==> config.mk <==
export PLATFORM = sky130hd
export DESIGN_NAME = axis_video_frame_source
export DESIGN_NICKNAME = d
export VERILOG_FILES = /design/src/rtl/video_axis_pkg.sv /design/src/rtl/axis_pattern_pixel.sv /design/src/rtl/axis_video_frame_source.sv
export SDC_FILE = /design/constraint.sdc
export NUM_CORES = 1
export LEC_CHECK = 0
export ABC_AREA = 1
export CELL_PAD_IN_SITES_DETAIL_PLACEMENT = 2
export CELL_PAD_IN_SITES_GLOBAL_PLACEMENT = 2
export CORE_MARGIN = 2
export CORE_UTILIZATION = 30
export DETAILED_ROUTE_END_ITERATION = 8
export PLACE_DENSITY = 0.83
export SYNTH_ARGS = -nofsm -noshare
export SYNTH_HDL_FRONTEND = slang
export SYNTH_HIERARCHICAL = 1
export SYNTH_SLANG_ARGS = --single-unit
==> constraint.sdc <==
create_clock -name clk -period 3.5 [get_ports clk]
set_input_delay 0.35 -clock clk [delete_from_list [all_inputs] [get_ports clk]]
set_output_delay 0.35 -clock clk [all_outputs]
set_load 0.03 [all_outputs]
==> src/rtl/video_axis_pkg.sv <==
// Shared definitions for the synthetic AXI4-Stream video source and its future sink/checker.
package video_axis_pkg;

    // Pattern select encodings
    localparam logic [1:0] PAT_CHECKER = 2'd0;
    localparam logic [1:0] PAT_RAMP    = 2'd1;
    localparam logic [1:0] PAT_SOLID   = 2'd2;
    localparam logic [1:0] PAT_INDEX   = 2'd3;

    // Frame sequencer states
    typedef enum logic [1:0] {
        ST_IDLE = 2'd0,
        ST_SEND = 2'd1,
        ST_GAP  = 2'd2
    } state_t;

    // Counter width able to hold 0..n-1, never narrower than one bit
    function automatic int unsigned cnt_bits(input int unsigned n);
        return (n > 1) ? $clog2(n) : 1;
    endfunction

endpackage

==> src/rtl/axis_pattern_pixel.sv <==
// Combinational pixel generator: maps (x, y, pattern) to one pixel value.
module axis_pattern_pixel
    import video_axis_pkg::*;
#(
    parameter int unsigned WIDTH      = 32,
    parameter int unsigned HEIGHT     = 16,
    parameter int unsigned DATA_WIDTH = 24,
    parameter int unsigned TILE_LOG2  = 3
) (
    input  logic [cnt_bits(WIDTH)-1:0]  x,
    input  logic [cnt_bits(HEIGHT)-1:0] y,
    input  logic [1:0]                  sel,
    output logic [DATA_WIDTH-1:0]       pixel
);

    logic        tile_even;
    logic [7:0]  x8;
    logic [31:0] idx;

    // Pattern selection; ramp replicates x[7:0] into every 8-bit lane
    always_comb begin
        tile_even = (((32'(x) >> TILE_LOG2) + (32'(y) >> TILE_LOG2)) & 32'd1) == 32'd0;
        x8        = 8'(x);
        idx       = 32'(y) * 32'(WIDTH) + 32'(x);
        pixel     = '0;
        case (sel)
            PAT_CHECKER: pixel = tile_even ? '1 : '0;
            PAT_RAMP: begin
                for (int i = 0; i < DATA_WIDTH; i++) begin
                    pixel[i] = x8[i % 8];
                end
            end
            PAT_SOLID:   pixel = '1;
            default:     pixel = DATA_WIDTH'(idx);
        endcase
    end

endmodule

==> src/rtl/axis_video_frame_source.sv <==
// AXI4-Stream synthetic video frame source with tuser on (0,0), tlast per line or frame,
// full backpressure and an optional idle gap between frames.
module axis_video_frame_source
    import video_axis_pkg::*;
#(
    parameter int unsigned WIDTH          = 32,
    parameter int unsigned HEIGHT         = 16,
    parameter int unsigned DATA_WIDTH     = 24,
    parameter int unsigned TILE_LOG2      = 3,
    parameter int unsigned TLAST_PER_LINE = 0,
    parameter int unsigned FRAME_GAP      = 0
) (
    input  logic                  clk,
    input  logic                  rst_n,
    input  logic                  start,
    input  logic                  abort,
    input  logic [15:0]           num_frames,
    input  logic [1:0]            pattern_sel,
    output logic                  busy,
    output logic                  frame_done,
    output logic [DATA_WIDTH-1:0] m_axis_tdata,
    output logic                  m_axis_tvalid,
    input  logic                  m_axis_tready,
    output logic                  m_axis_tlast,
    output logic                  m_axis_tuser
);

    localparam int unsigned XW = cnt_bits(WIDTH);
    localparam int unsigned YW = cnt_bits(HEIGHT);
    localparam int unsigned GW = cnt_bits(FRAME_GAP + 1);
    localparam logic [XW-1:0] X_LAST = XW'(WIDTH - 1);
    localparam logic [YW-1:0] Y_LAST = YW'(HEIGHT - 1);
    localparam logic [GW-1:0] G_LAST = GW'((FRAME_GAP > 0) ? FRAME_GAP - 1 : 0);

    state_t          state_q, state_d;
    logic [XW-1:0]   x_q, x_d;
    logic [YW-1:0]   y_q, y_d;
    logic [GW-1:0]   gap_q, gap_d;
    logic [15:0]     fcnt_q, fcnt_d;
    logic [15:0]     nfr_q, nfr_d;
    logic [1:0]      pat_q, pat_d;
    logic            abort_pend_q, abort_pend_d;
    logic            tvalid_d, busy_d, tlast_d, tuser_d;
    logic [DATA_WIDTH-1:0] tdata_d, pix_data;
    logic            load_px, clr_px;
    logic            hs, at_eof, frame_end, last_frame, gap_end;

    // Handshake and end-of-frame qualifiers from registered state
    assign hs         = m_axis_tvalid & m_axis_tready;
    assign at_eof     = (x_q == X_LAST) && (y_q == Y_LAST);
    assign frame_end  = hs & at_eof;
    assign last_frame = ((nfr_q != 16'd0) && ((fcnt_q + 16'd1) == nfr_q)) || abort_pend_q || abort;
    assign gap_end    = (gap_q == G_LAST);
    // Qualified by tready so the pulse lands on the final handshake itself
    assign frame_done = frame_end;

    axis_pattern_pixel #(
        .WIDTH      (WIDTH),
        .HEIGHT     (HEIGHT),
        .DATA_WIDTH (DATA_WIDTH),
        .TILE_LOG2  (TILE_LOG2)
    ) u_pixel (
        .x     (x_d),
        .y     (y_d),
        .sel   (pat_d),
        .pixel (pix_data)
    );

    // State register
    always_ff @(posedge clk or negedge rst_n) begin
        if (!rst_n) begin
            state_q <= ST_IDLE;
        end else begin
            state_q <= state_d;
        end
    end

    // Next-state logic
    always_comb begin
        state_d = state_q;
        case (state_q)
            ST_IDLE: if (start) state_d = ST_SEND;
            ST_SEND: begin
                if (frame_end) begin
                    if (last_frame)         state_d = ST_IDLE;
                    else if (FRAME_GAP > 0) state_d = ST_GAP;
                    else                    state_d = ST_SEND;
                end
            end
            ST_GAP: begin
                if (abort)        state_d = ST_IDLE;
                else if (gap_end) state_d = ST_SEND;
            end
            default: state_d = ST_IDLE;
        endcase
    end

    // Output/datapath next values; everything holds unless a transition says otherwise
    always_comb begin
        x_d          = x_q;
        y_d          = y_q;
        gap_d        = gap_q;
        fcnt_d       = fcnt_q;
        nfr_d        = nfr_q;
        pat_d        = pat_q;
        abort_pend_d = abort_pend_q;
        tvalid_d     = m_axis_tvalid;
        busy_d       = busy;
        load_px      = 1'b0;
        clr_px       = 1'b0;
        case (state_q)
            ST_IDLE: begin
                if (start) begin
                    pat_d        = pattern_sel;
                    nfr_d        = num_frames;
                    fcnt_d       = 16'd0;
                    abort_pend_d = 1'b0;
                    x_d          = '0;
                    y_d          = '0;
                    busy_d       = 1'b1;
                    tvalid_d     = 1'b1;
                    load_px      = 1'b1;
                end
            end
            ST_SEND: begin
                if (abort) abort_pend_d = 1'b1;
                if (frame_end) begin
                    x_d = '0;
                    y_d = '0;
                    if (fcnt_q != 16'hFFFF) fcnt_d = fcnt_q + 16'd1;
                    if (last_frame) begin
                        tvalid_d     = 1'b0;
                        busy_d       = 1'b0;
                        abort_pend_d = 1'b0;
                        clr_px       = 1'b1;
                    end else if (FRAME_GAP > 0) begin
                        tvalid_d = 1'b0;
                        gap_d    = '0;
                        clr_px   = 1'b1;
                    end else begin
                        load_px = 1'b1;
                    end
                end else if (hs) begin
                    if (x_q == X_LAST) begin
                        x_d = '0;
                        y_d = y_q + YW'(1);
                    end else begin
                        x_d = x_q + XW'(1);
                    end
                    load_px = 1'b1;
                end
            end
            ST_GAP: begin
                if (abort) begin
                    busy_d       = 1'b0;
                    abort_pend_d = 1'b0;
                end else if (gap_end) begin
                    tvalid_d = 1'b1;
                    load_px  = 1'b1;
                end else begin
                    gap_d = gap_q + GW'(1);
                end
            end
            default: begin
                tvalid_d = 1'b0;
                busy_d   = 1'b0;
                clr_px   = 1'b1;
            end
        endcase
    end

    // Beat payload: load the next pixel, clear when going quiet, otherwise hold
    always_comb begin
        tdata_d = m_axis_tdata;
        tlast_d = m_axis_tlast;
        tuser_d = m_axis_tuser;
        if (load_px) begin
            tdata_d = pix_data;
            tuser_d = (x_d == '0) && (y_d == '0);
            tlast_d = (TLAST_PER_LINE != 0) ? (x_d == X_LAST)
                                            : ((x_d == X_LAST) && (y_d == Y_LAST));
        end else if (clr_px) begin
            tdata_d = '0;
            tlast_d = 1'b0;
            tuser_d = 1'b0;
        end
    end

    // Datapath and output registers
    always_ff @(posedge clk or negedge rst_n) begin
        if (!rst_n) begin
            x_q           <= '0;
            y_q           <= '0;
            gap_q         <= '0;
            fcnt_q        <= 16'd0;
            nfr_q         <= 16'd0;
            pat_q         <= 2'd0;
            abort_pend_q  <= 1'b0;
            busy          <= 1'b0;
            m_axis_tvalid <= 1'b0;
            m_axis_tdata  <= '0;
            m_axis_tlast  <= 1'b0;
            m_axis_tuser  <= 1'b0;
        end else begin
            x_q           <= x_d;
            y_q           <= y_d;
            gap_q         <= gap_d;
            fcnt_q        <= fcnt_d;
            nfr_q         <= nfr_d;
            pat_q         <= pat_d;
            abort_pend_q  <= abort_pend_d;
            busy          <= busy_d;
            m_axis_tvalid <= tvalid_d;
            m_axis_tdata  <= tdata_d;
            m_axis_tlast  <= tlast_d;
            m_axis_tuser  <= tuser_d;
        end
    end

endmodule

; ---- Word level (Yosys, flattened, before mapping)
; Cells that the tools add are included.
[totals]
input_bits = 23
out_inout_bits = 29
word_cells = 116
register_bits = 75
[classes]
eq_ne = 18
bitwise = 3
reduce_logical = 23
add_sub_neg = 6
muxes = 53
[ops]
columns = op, n
row1 = 24-bit 2-to-1 mux, 3
row2 = 24-bit one-hot mux with 3 select lines, 1
row3 = 16-bit 2-to-1 mux, 3
row4 = 32-bit zero test, 1
row5 = 16-bit one-hot mux with 2 select lines, 1
row6 = 1-bit 2-to-1 mux, 23
row7 = 5-bit 2-to-1 mux, 4
row8 = 16-bit by 1-bit adder with 16-bit output (second input constant), 1
row9 = 16-bit equality test, 1
row10 = 4-bit 2-to-1 mux, 4
row11 = 16-bit != test (second input constant), 1
row12 = 16-bit nonzero test, 1
row13 = 2-bit != test (second input constant), 7
row14 = 2-bit 2-to-1 mux, 6
row15 = 1-bit one-hot mux with 3 select lines, 4
row16 = 9-bit by 5-bit adder with 10-bit output, 1
row17 = 5-bit equality test (second input constant), 2
row18 = 5-bit one-hot mux with 2 select lines, 1
row19 = 4-bit equality test (second input constant), 2
row20 = 4-bit one-hot mux with 2 select lines, 1
row21 = 4-bit AND reduction, 2
row22 = 2-bit one-hot mux with 3 select lines, 1
row23 = 3-bit AND reduction, 2
row24 = 5-bit by 1-bit adder with 5-bit output (second input constant), 1
row25 = 19 further kinds, 29

; ---- Logic depth before layout (Yosys ltp)
[logic_depth]
word_depth = 10
mapped_depth = 19
mapped_depth_nobuf = 18

; ---- Cells and area by module
; The synthesis kept the hierarchy.
[modules_own_cells]
columns = mod, n_inst, area_per_inst_um2, seq_area_each_um2, cells_each
row1 = axis_video_frame_source, 1, 3726.1, 1801.7, 468
row2 = axis_pattern_pixel, 1, 330.3, 0.0, 57

; ---- Least setup slack after synthesis
; Ideal clock, no wire load.
[synth_timing]
path_kind = register to register
start = register x_q[0]
end = register m_axis_tdata[21]
setup_ps = 117
synth_period_minus_slack_ps = 2580
path_stages_with_launch = 19
arrival_ps = 2463
slack_ps = 920
n_path_buf = 2
cell_sequence = dfrtp_1 > ha_1 > nand2_1 > nor2_1 > ha_1 > inv_1 > nor2_1 > nand4_1 > nand2_1 > inv_1 > a22o_1 > inv_1 > nand2_1 > nand3_2 > buf_6 > nand2_1 > buf_4 > nand2_2 > nand2_1
[synth_via]
elab_chain_cells = 10
[synth_rtl]
columns = item, line_no
row1 = from (decl), axis_video_frame_source.sv:36  ; logic [XW-1:0] x_q, x_d;
row2 = from (signal assigned), axis_video_frame_source.sv:192  ; x_q <= '0;
row3 = from (signal assigned), axis_video_frame_source.sv:205  ; x_q <= x_d;
row4 = 5-bit equality test *, "axis_video_frame_source.sv:50, axis_video_frame_source.sv:144"
row5 = 4-bit 2-to-1 mux / 1-bit logical AND (equally long branches), "axis_video_frame_source.sv:144, axis_video_frame_source.sv:50"
row6 = 4-bit 2-to-1 mux / 1-bit bitwise AND (equally long branches), "axis_video_frame_source.sv:143, axis_video_frame_source.sv:51"
row7 = 4-bit 2-to-1 mux *, axis_video_frame_source.sv:127  ; if (frame_end) begin
row8 = 4-bit one-hot mux with 2 select lines *, axis_video_frame_source.sv:111  ; case (state_q)
row9 = named net y_d[3], axis_video_frame_source.sv:37  ; logic [YW-1:0] y_q, y_d;
row10 = 1-bit adder *, axis_pattern_pixel.sv:22  ; tile_even = (((32'(x) >> TILE_LOG2) + (32'(y) >> TILE_LOG2)) & 32'd1) == 32'd0;
row11 = 32-bit zero test *, axis_pattern_pixel.sv:22
row12 = 24-bit 2-to-1 mux *, axis_pattern_pixel.sv:27  ; PAT_CHECKER: pixel = tile_even ? '1 : '0;
row13 = 24-bit one-hot mux with 3 select lines *, axis_pattern_pixel.sv:26  ; case (sel)
row14 = named net pix_data[21], axis_video_frame_source.sv:44  ; logic [DATA_WIDTH-1:0] tdata_d, pix_data;
row15 = 24-bit 2-to-1 mux *, axis_video_frame_source.sv:177  ; if (load_px) begin
row16 = to (signal assigned), axis_video_frame_source.sv:214  ; m_axis_tdata <= tdata_d;
row17 = to (decl), axis_video_frame_source.sv:21  ; output logic [DATA_WIDTH-1:0] m_axis_tdata,
; The timed path passes the listed nets; every way through them passes the cells marked *.
; A chain may end at the register's enable or synchronous reset.

; ---- Worst setup path in the final report
[layout_timing]
start = register x_q[0]
end = output frame_done
[layout_via]
elab_chain_cells = 3
[layout_rtl]
columns = item, line_no
row1 = 5-bit equality test, axis_video_frame_source.sv:50  ; assign at_eof = (x_q == X_LAST) && (y_q == Y_LAST);
row2 = 1-bit logical AND, axis_video_frame_source.sv:50
row3 = 1-bit bitwise AND, axis_video_frame_source.sv:51  ; assign frame_end = hs & at_eof;
row4 = to (decl), axis_video_frame_source.sv:20  ; output logic frame_done,
; Every way passes these cells.

==> summary.md <==
| Metric | Value |
|---|---|
| Status | finished clean |
| Combinational family with the most area after synthesis | simple AND/OR/NAND/NOR gates |
| Site Rows | between 40 and 50 |
| Simple-Gate Fraction of Synth Area | 35.2% |
| PostCTS Resize Cnt | 0 |
| Sequential element share of the synthesized area | 44.4% |
| Clock Tree Buf Depth | 2 |
| I/O Buffers | 51 |
| Reg2reg end | m_axis_tdata[15] |
| Post-DP HPWL | 9470 microns |
| Met3 wire length | 484 microns |
| Total GRT Usage | 19.7% |
| Gr ovfl total | 0 |
| CP max stage cell | clkdlybuf4s50_1 |
| Skew-Pair Late Insertion Delay | 0.35 ns |
| Post-Synth Adder-Cell Area | between 1 and 1.5% |
| Vias in the first global route | around 4300 |
| Share of the synthesized area in the top cell type | 44.4% |
| Worst reg2reg startpoint | x_q[0] |
| Hold WC Path Type | in -> async |
| Clk_skew | 0.00833 ns |
| CP delay by family, top | buffers and inverters |
| Area Growth Syn to Fin | 22.7% |
| Fmax | 321 MHz |
| Fin. Hold Viols | 0 |
| # IOs | 52 |
| # Post-CTS Setup Buffers | 0 |
| Ratio of cells with drive above 1 in the final layout | 10.5% |
| Die width | 120 microns |
| Synth Area in XOR/XNOR | 1.85% |
| MaxCap Viol Count | 0 |
| CTS buffer count | 9 |
| Rel. slew slack | between 30% and 40% |
| Slew Limit Fails | 0 |
| Critical path destination | frame_done |
| Fill cell count | 1514 |
| Drt wl/cell | 17.7 microns |
| Highest routed layer | met4 |
| Cells on worst reg2reg path | 16 |
| Endpoint type of the worst setup path | output pin |
| Sink Count | 72 |
| Vias | 3690 |
| Drt pass-1 iters | 4 |
| Worst path cell trace | ha_1 > nand2_1 > nor2_1 > ha_1 > inv_1 > nor2_1 > nand4_1 > inv_1 > clkdlybuf4s50_1 |
| Pwr/cell area | about 680 nW/um^2 |
| # diodes | 0 |
| Final cell utilization of the core | 37.6% |
| Final min period | slightly above 3 ns |
| Complex-gate fraction of the synthesized area | around 6% |
| M1 WL | 5460 microns |
| Final TNS setup | 0 ns |
| WS Path Type | reg -> out |
| Multiplexer area fraction after synthesis | slightly above 3% |
| Core area | 13200 sq um |
| RSZ-0062 raised after global routing | false |
| CP bufs+invs | 3 |
| Cts hold-fix bufs | 0 |
| VDD IR max | 0.330 mV |
| Routed vias/inst | 4.93 |
| Mapped Area | a little over 4000 sq um |
| R2r setup slk | about 0.42 ns |
| Largest net degree at the start of global routing | between 70 and 80 |
| CTS tree | yes |
| Synth unique cells | 36 |
| Crit-path max FO | 5 |
| LEAKAGE | 2.45 nW |
| Detail Route met2 WL | about 7000 microns |
| Hold_ws | 0.163 ns |
| CTS root buf | clkbuf_16 |
| H-tree Lvls | 3 |
| Yosys reg bits | 72 |
| Total Wirelength | ~13000 microns |
| Worst-path clk slew | 0.06 ns |
| Residual DRC count | 0 |
| Cell taking the most area after synthesis | dfrtp_1 |
| Worst-Margin Slew | 0.968 ns |
| Data arrival, critical path | 2.77 ns |
| Mapped Cells | 525 |
| Area contributors post-synth | dfrtp_1 44%, nand2_1 18%, nand3_1 5.4% |
| Initial core utilization | between 30% and 40% |
| Die area | around 14000 sq um |
| Die Y | 120 microns |
| Crit-path max cell delay | 0.69 ns |
| Final Cycle Share | between 80 and 90% |
| Required @ worst endpoint | 3.15 ns |
| First-pass GRT wire length | 22200 microns |
| # nets final | 596 |
| WP depth | 9 |
| Syn_area_per_cell | 7.73 sq um |
| Yosys warning total | 6 |
| Crit path from | x_q[0] |
| Synth Net Count | 552 |
| Antenna Nets Post-Route | 0 |
| RD Place Congestion | 0.823 |
| Initial DRC count | about 120 |
| Final setup violation count | 0 |
| Initial antenna violation count | 0 |
| Startpoint Class | flop |
==> registers in the layout, indices dropped and copies added (netlist names) <==
signal	count
m_axis_tdata	24
y_q	4
abort_pend_q	1
m_axis_tuser	1
pat_q	2
state_q	1
busy	1
x_q	5
fcnt_q	16
m_axis_tlast	1
nfr_q	16
==> routing by layer <==
metal	vias to the layer above	GRT usage [%]
met3	17	5.42
met1	1866	21.7
met4	0	5.96
met2	49	36.8
met5	-	0
li1	1758	-
==> how the worst min path moves through the flow <==
stage / start / to / slack (ns) / cells after the start
floorplan: rst_n / abort_pend_q / 0.05 / 0
global placement: m_axis_tdata[12] / m_axis_tdata[12] / 0.46 / 2
detailed placement: m_axis_tdata[22] / m_axis_tdata[22] / 0.48 / 2
CTS: rst_n / fcnt_q[5] / 0.19 / 1
global route: rst_n / fcnt_q[5] / 0.23 / 1
finish: rst_n / fcnt_q[5] / 0.16 / 1
==> stage by stage <==
stage,total power [mW],instances,worst slack (ns),cell area [sq um]
2_1_floorplan,1.94,525,0.920,4060
3_3_place_gp,2.29,734,0.663,4650
3_5_place_dp,2.36,734,0.439,4650
4_1_cts,3.42,749,0.342,4980
5_1_grt,3.57,749,0.118,4980
6_report,3.36,749,0.384,4980
==> cell families after synthesis <==
group	count (synthesis)
buffers and inverters	69
adder cells (fa/ha/maj)	4
AO/OA/AOI/OAI	41
XOR/XNOR	7
flip-flops	72
AND/OR/NAND/NOR	321
multiplexers	11
==> synth_stat cells <==
master,number
dfrtp_1,72
inv_2,2
and2_1,1
a21oi_1,13
nor3_1,2
clkbuf_1,5
nand4_1,8
or3_1,1
nor2_2,7
a22o_1,1
inv_4,1
nand3_1,44
ha_1,4
xnor2_1,1
nor2_1,40
buf_2,2
a32o_1,1
buf_4,10
xor2_1,5
mux2_2,11
nand2_4,1
o21ai_0,9
nand3b_1,6
and2_4,1
and3_1,1
nand2_8,1
nand2_1,192
nand2_2,9
a31oi_1,1
o22ai_1,15
buf_6,5
nand3_2,4
inv_1,44
nor2_4,3
xnor3_1,1
o21ai_2,1
==> cells in the final DEF (no fill, tap or decap), types with 2 or more instances in the layout <==
| cell | netlist | final |
|---|---|---|
| bufinv_16 | 0 | 2 |
| clkbuf_8 | 0 | 2 |
| a21oi_1 | 13 | 13 |
| nor2_4 | 3 | 3 |
| nand2_2 | 9 | 9 |
| dfrtp_1 | 72 | 72 |
| xor2_1 | 5 | 5 |
| nor3_1 | 2 | 2 |
| o21ai_0 | 9 | 9 |
| ha_1 | 4 | 4 |
| nand2_1 | 192 | 192 |
| nor2_2 | 7 | 7 |
| nand3_2 | 4 | 4 |
| clkbuf_16 | 0 | 9 |
| nand3b_1 | 6 | 6 |
| nor2_1 | 40 | 40 |
| nand3_1 | 44 | 44 |
| o22ai_1 | 15 | 15 |
| inv_1 | 44 | 44 |
| mux2_2 | 11 | 11 |
| inv_2 | 2 | 2 |
| clkdlybuf4s50_1 | 0 | 50 |
| nand4_1 | 8 | 8 |
| buf_4 | 10 | 5 |
==> power by group <==
part / total, mW / internal [mW] / switching [mW]
registers: 1.18 / 1.02 / 0.157
logic: 1.17 / 0.436 / 0.736
clock network: 1.01 / 0.657 / 0.355
==> worst register-to-register path, cell delays in order (launching register included) <==
cell and delay [ns]:
dfrtp_1 0.41, ha_1 0.22, nand2_1 0.07, nor2_1 0.10, ha_1 0.18, inv_1 0.06
nor2_1 0.26, nand4_1 0.24, nand2_1 0.21, inv_1 0.10, a22o_1 0.28, inv_1 0.09
nand2_1 0.08, nand3_2 0.26, nand2_1 0.22, nand2_1 0.13, nand2_1 0.06
==> cell type report <==
cell class / instances / area (sq um) / area share, %
Clock inverter: 3 / 65.1 / 1.31
Multi-Input combinational cell: 384 / 1920 / 38.5
Inverter: 47 / 179 / 3.60
Timing Repair Buffer: 55 / 538 / 10.8
Tap cell: 176 / 220 / 4.43
Clock buffer: 12 / 256 / 5.15
Sequential cell: 72 / 1800 / 36.2
(Power assumes the default switching activity.)
